--- src/rtl/mc_stall_sequencer.sv ---
// Multi-cycle MIPS sequence controller with memory wait states and timeout, a mul/div wait phase,
// an interrupt sampled at fetch entry, and prioritised exception entry with a registered cause code.
module mc_stall_sequencer #(
  parameter int MEM_TIMEOUT = 15,
  parameter bit MULDIV_EN   = 1'b1,
  parameter int CAUSE_W     = 5
) (
  input  logic               CLK,
  input  logic               RST,
  input  logic [2:0]         CLASS,
  input  logic               OF_OUT,
  input  logic               MEM_RDY,
  input  logic               MD_DONE,
  input  logic               IRQ,
  output logic               MEM_REQ,
  output logic               IorD,
  output logic               MEM_WS,
  output logic               IR_EN,
  output logic               PC_EN,
  output logic [2:0]         PC_SEL,
  output logic               REG_WS,
  output logic               MD_START,
  output logic               HILO_EN,
  output logic               EPC_EN,
  output logic               CAUSE_EN,
  output logic [CAUSE_W-1:0] CAUSE_CODE,
  output logic               STALL,
  output logic [2:0]         dbg_state
);

  typedef enum logic [2:0] {
    RST_S, FETCH, DECODE, EXEC, MD_WAIT, MEM, WB, EXC
  } state_t;

  localparam logic [7:0] TMO = 8'(MEM_TIMEOUT);
  localparam logic [CAUSE_W-1:0] C_INT  = '0;
  localparam logic [CAUSE_W-1:0] C_IBE  = CAUSE_W'(6);
  localparam logic [CAUSE_W-1:0] C_DBE  = CAUSE_W'(7);
  localparam logic [CAUSE_W-1:0] C_RI   = CAUSE_W'(10);
  localparam logic [CAUSE_W-1:0] C_OVF  = CAUSE_W'(12);

  state_t             state, next;
  logic [2:0]         cls_q;
  logic [7:0]         tmo_cnt;
  logic               irq_q;
  logic [CAUSE_W-1:0] cause_q, cause_next;

  logic       mem_req_c, iord_c, mem_ws_c, ir_en_c, pc_en_c, reg_ws_c;
  logic       md_start_c, hilo_en_c, epc_en_c, cause_en_c, stall_c;
  logic [2:0] pc_sel_c;

  always_ff @(posedge CLK) begin
    if (RST) begin
      state   <= RST_S;
      cls_q   <= '0;
      tmo_cnt <= '0;
      irq_q   <= 1'b0;
      cause_q <= '0;
    end else begin
      state <= next;
      if (state == DECODE) cls_q <= CLASS;
      if (next == EXC) cause_q <= cause_next;
      // Interrupt is sampled only on the edge that enters FETCH
      if (next == FETCH && state != FETCH) irq_q <= IRQ;
      if (next != state) tmo_cnt <= '0;
      else if (mem_req_c && !MEM_RDY) tmo_cnt <= tmo_cnt + 8'd1;
    end
  end

  always_comb begin
    next       = state;
    cause_next = '0;
    mem_req_c  = 1'b0;
    iord_c     = 1'b0;
    mem_ws_c   = 1'b0;
    ir_en_c    = 1'b0;
    pc_en_c    = 1'b0;
    pc_sel_c   = 3'd0;
    reg_ws_c   = 1'b0;
    md_start_c = 1'b0;
    hilo_en_c  = 1'b0;
    epc_en_c   = 1'b0;
    cause_en_c = 1'b0;
    stall_c    = 1'b0;
    case (state)
      RST_S: next = FETCH;
      FETCH: begin
        if (irq_q) begin
          next       = EXC;
          cause_next = C_INT;
        end else begin
          mem_req_c = 1'b1;
          if (MEM_RDY) begin
            ir_en_c = 1'b1;
            pc_en_c = 1'b1;
            next    = DECODE;
          end else begin
            stall_c = 1'b1;
            if (tmo_cnt == TMO) begin
              next       = EXC;
              cause_next = C_IBE;
            end
          end
        end
      end
      DECODE: begin
        case (CLASS)
          3'd0, 3'd1, 3'd2, 3'd3: next = EXEC;
          3'd4: begin
            pc_en_c  = 1'b1;
            pc_sel_c = 3'd1;
            next     = FETCH;
          end
          3'd5: begin
            pc_en_c  = 1'b1;
            pc_sel_c = 3'd2;
            next     = FETCH;
          end
          3'd6: begin
            if (MULDIV_EN) begin
              md_start_c = 1'b1;
              next       = MD_WAIT;
            end else begin
              next       = EXC;
              cause_next = C_RI;
            end
          end
          default: begin
            next       = EXC;
            cause_next = C_RI;
          end
        endcase
      end
      EXEC: begin
        if (cls_q == 3'd0 || cls_q == 3'd1) begin
          if (OF_OUT) begin
            next       = EXC;
            cause_next = C_OVF;
          end else begin
            next = WB;
          end
        end else begin
          next = MEM;
        end
      end
      MD_WAIT: begin
        if (MD_DONE) begin
          hilo_en_c = 1'b1;
          next      = FETCH;
        end else begin
          stall_c = 1'b1;
        end
      end
      MEM: begin
        mem_req_c = 1'b1;
        iord_c    = 1'b1;
        mem_ws_c  = (cls_q == 3'd3);
        if (MEM_RDY) begin
          next = (cls_q == 3'd2) ? WB : FETCH;
        end else begin
          stall_c = 1'b1;
          if (tmo_cnt == TMO) begin
            next       = EXC;
            cause_next = C_DBE;
          end
        end
      end
      WB: begin
        reg_ws_c = 1'b1;
        next     = FETCH;
      end
      EXC: begin
        epc_en_c   = 1'b1;
        cause_en_c = 1'b1;
        pc_en_c    = 1'b1;
        pc_sel_c   = 3'd4;
        next       = FETCH;
      end
      default: next = RST_S;
    endcase
  end

  // Reset forces every strobe low in the same cycle so nothing partial is committed
  assign MEM_REQ    = !RST && mem_req_c;
  assign IorD       = !RST && iord_c;
  assign MEM_WS     = !RST && mem_ws_c;
  assign IR_EN      = !RST && ir_en_c;
  assign PC_EN      = !RST && pc_en_c;
  assign PC_SEL     = RST ? 3'd0 : pc_sel_c;
  assign REG_WS     = !RST && reg_ws_c;
  assign MD_START   = !RST && md_start_c;
  assign HILO_EN    = !RST && hilo_en_c;
  assign EPC_EN     = !RST && epc_en_c;
  assign CAUSE_EN   = !RST && cause_en_c;
  assign STALL      = !RST && stall_c;
  assign CAUSE_CODE = cause_q;
  assign dbg_state  = state;

endmodule

--- config.mk ---
export PLATFORM = sky130hd
export DESIGN_NAME = mc_stall_sequencer
export DESIGN_NICKNAME = d
export VERILOG_FILES = /design/src/rtl/mc_stall_sequencer.sv
export SDC_FILE = /design/constraint.sdc
export NUM_CORES = 1
export LEC_CHECK = 0
export CAP_MARGIN = 10
export CORE_ASPECT_RATIO = 0.75
export CORE_UTILIZATION = 53
export DETAILED_ROUTE_END_ITERATION = 6
export MAX_ROUTING_LAYER = met4
export PLACE_DENSITY = 0.85
export SLEW_MARGIN = 10
export SYNTH_ARGS = -nofsm -noshare
export SYNTH_HDL_FRONTEND = slang
export SYNTH_SLANG_ARGS = --single-unit
--- constraint.sdc ---
create_clock -name CLK -period 4.3 [get_ports CLK]
set_clock_uncertainty 0.2 [all_clocks]
set_input_delay 0.86 -clock CLK [delete_from_list [all_inputs] [get_ports CLK]]
set_output_delay 0.86 -clock CLK [all_outputs]
set_load 0.005 [all_outputs]
==> summary.md <==
| Metric | Value |
|---|---|
| Vias per inst | `6.13` |
| Distinct cell type count after synthesis | `53` |
| Fraction of registers with async set/reset | `0%` |
| Longest Clk Path Bufs | `2` |
| Layout cells sized above 1 | `11.6%` |
| Die Width | `a little under 60 um` |
| Antenna Cells | `0` |
| Synth warn | `0` |
| First-pass GRT wire length | `5280 um` |
| Main synth FF type | `dfxtp_1` |
| Pwr per Cell Area | `528 mW/mm^2` |
| Row cnt | `15` |
| Post-CTS sizing | `0` |
| DRT Pass-1 Iters | `4` |
| Largest net degree at the start of global routing | `20` |
| Mapped Cells | `~150` |
| Post-synth EDFFs | `0` |
| Root Buffer | `clkbuf_4` |
| Seq/Total Area, Yosys | `between 20% and 30%` |
| Worst skew pair latency | `0.31 ns` |
| Initial antenna violation count | `0` |
| Synthesized area | `0.00128 mm^2` |
| Hold Fails Final Rpt | `0` |
| Routed WL | `3240 um` |
| Worst Path Max Fanout | `18` |
| IO Pins | `31` |
| Mean Syn Cell Area | `8.66 um^2` |
| Normalized max-slew margin | `50.4%` |
| Fill cells | `200` |
| Data required, critical path | `~3.2 ns` |
| Tcrit/Tclk final | `87.4%` |
| Slew Limit Fails | `0` |
| Clock sink total | `19` |
| Final nets | `around 180` |
| RSZ-0062 raised after global routing | `no` |
| FF/Latch Area | `approximately 380 um^2` |
| Postcts setup bufs | `0` |
| Gpl congestion | `0.896` |
| Hold buffers post-CTS | `0` |
| GRT overflow | `0` |
| Die height | `44.6 um` |
| Peak supply drop | `around 0.32 mV` |
| Initial Utilization | `56.0%` |
| HPWL Detailed | `2360 um` |
| Wire per inst | `15.6 um` |
| Iteration-0 DRC Markers | `51` |
| I/O Buffers | `29` |
| Clock transition at path regs | `0.12 ns` |
| Core Area | `0.00229 mm^2` |
| Setup Viol. Count Final | `0` |
| Synth Register Bits | `19` |
| Area delta synth->final | `21.6%` |
| CTS tree | `yes` |
| Setup TNS | `0 ns` |
| Leak Pwr | `0.000503 uW` |
| Crit path arrival time | `approximately 2.7 ns` |
| Vias in the first global route | `1154` |
| DIE AREA | `0.00262 mm^2` |
| CP startpoint kind | `input port` |
| Power Total | `822 uW` |
| Vias | `about 1300` |
| Maxcap violations | `0` |
| Worst slew pin tran | `0.737 ns` |
| Critical Path Sink Type | `output port` |
| Synth Net Count | `158` |
| Tmin final | `3.76 ns` |
| Placed cell area | `approximately 0.0015 mm^2` |
| Total track usage | `27.9%` |
| WHS | `0.260 ns` |
| Fmax | `0.266 GHz` |
| HP Class | `flip-flop to flip-flop` |
| Final instance area | `around 0.0016 mm^2` |
| Critical setup path kind | `input port to output port` |
| Antenna viol nets, final | `0` |
| Multi-input logic area | `roughly 790 um^2` |
| DRC viols | `0` |
| Outcome | `finished, final reports clean` |
| Cts bufs inserted | `3` |
| H-tree lvl count | `1` |
## Yosys cell counts (2+ instances only)
library cell / number / area [um^2]
a221oi_1: 2 / 17.5
nor3b_1: 3 / 22.5
nor4_1: 11 / 68.8
nand2_1: 12 / 45.0
o41ai_1: 2 / 17.5
o21ai_0: 3 / 15.0
xnor2_1: 6 / 52.6
a21oi_1: 8 / 40.0
buf_4: 2 / 15.0
xor2_1: 2 / 17.5
nand4_1: 3 / 18.8
dfxtp_1: 19 / 380
nor2_1: 6 / 22.5
clkbuf_8: 4 / 55.1
nor3_1: 9 / 45.0
o31ai_2: 2 / 25.0
a21oi_2: 2 / 17.5
inv_1: 6 / 22.5
and3_1: 2 / 12.5
o31ai_1: 2 / 15.0
nor2b_1: 2 / 12.5
nand3_1: 5 / 25.0
and2_1: 2 / 12.5
nand2b_1: 4 / 25.0
## power breakdown
| part | switching, uW | internal, uW |
|---|---|---|
| Combinational | 244 | 201 |
| Sequential | 71.2 | 211 |
| Clock | 58.1 | 36.2 |
## layout make-up
type	count	share of cell area (%)
well taps	34	2.73
clock buffers	4	1.69
flip-flops and latches	19	24.4
repair buffers	30	19.1
inverters	6	1.45
multi-input cells	114	50.6
## critical path, cell delays in order
cell and delay, ns:
clkdlybuf4s50_1 0.74, nor2_1 0.36, and4b_1 0.23, clkdlybuf4s50_1 0.49
## through the flow
stage / util, % / worst slack (ns) / cells
global route: 68.0 / 0.460 / 207
global placement: 66.9 / 0.524 / 203
CTS: 68.0 / 0.552 / 207
floorplan: - / 1.69 / 148
finish: 68.0 / 0.542 / 207
detailed placement: 66.9 / 0.530 / 203
## layout by cell type (no fill, tap or decap), drive strengths merged, types with 2 or more instances in the layout
cell	instances
clkbuf	4
nand3b	2
nand2	12
xnor2	6
o21ai	4
inv	6
nor4	11
nor2	6
nand2b	4
a2bb2oi	2
nor2b	2
a21oi	10
dfxtp	19
o41ai	2
nor4b	2
nor3b	4
xor2	2
or3	2
nand3	6
o31ai	4
a221oi	2
nand4	3
and2	3
and3	2
clkdlybuf4s50	29
nor3	9
## state kept, by name, summed over array words and instances, names as in the netlist
signal / flops
CAUSE_CODE: 4
dbg_state: 3
tmo_cnt: 8
cls_q: 3
irq_q: 1
## cell families (layout without fill, tap and decap cells)
family	after synthesis	after routing	share of synthesized area, %
AND/OR/NAND/NOR	72	72	35.0
other	1	1	0.293
XOR/XNOR	8	8	5.47
adder cells (fa/ha/maj)	1	1	0.976
flip-flops	19	19	29.7
AO/OA/AOI/OAI	32	32	19.8
buffers and inverters	15	40	8.79
## metal layers
metal / wire [um] / GRT usage, %
met1: 1520 / 37.5
met2: 1400 / 38.9
met3: 249 / 7.89
met4: 72 / 11.4
met5: 0 / -
## path summary, 6_finish.rpt
kind	startpoint	end	slack, ns	cells after the start
setup / recovery	RST	MEM_WS	0.54	4
hold / removal	CAUSE_CODE[3]$_SDFFE_PP0N_	CAUSE_CODE[3]$_SDFFE_PP0N_	0.26	2
setup reg to reg	dbg_state[1]$_SDFF_PP0_	tmo_cnt[1]$_SDFFE_PP0P_	1.68	5
hold reg to reg	CAUSE_CODE[3]$_SDFFE_PP0N_	CAUSE_CODE[3]$_SDFFE_PP0N_	0.26	2
No activity file was read; power rests on OpenSTA's default activity.
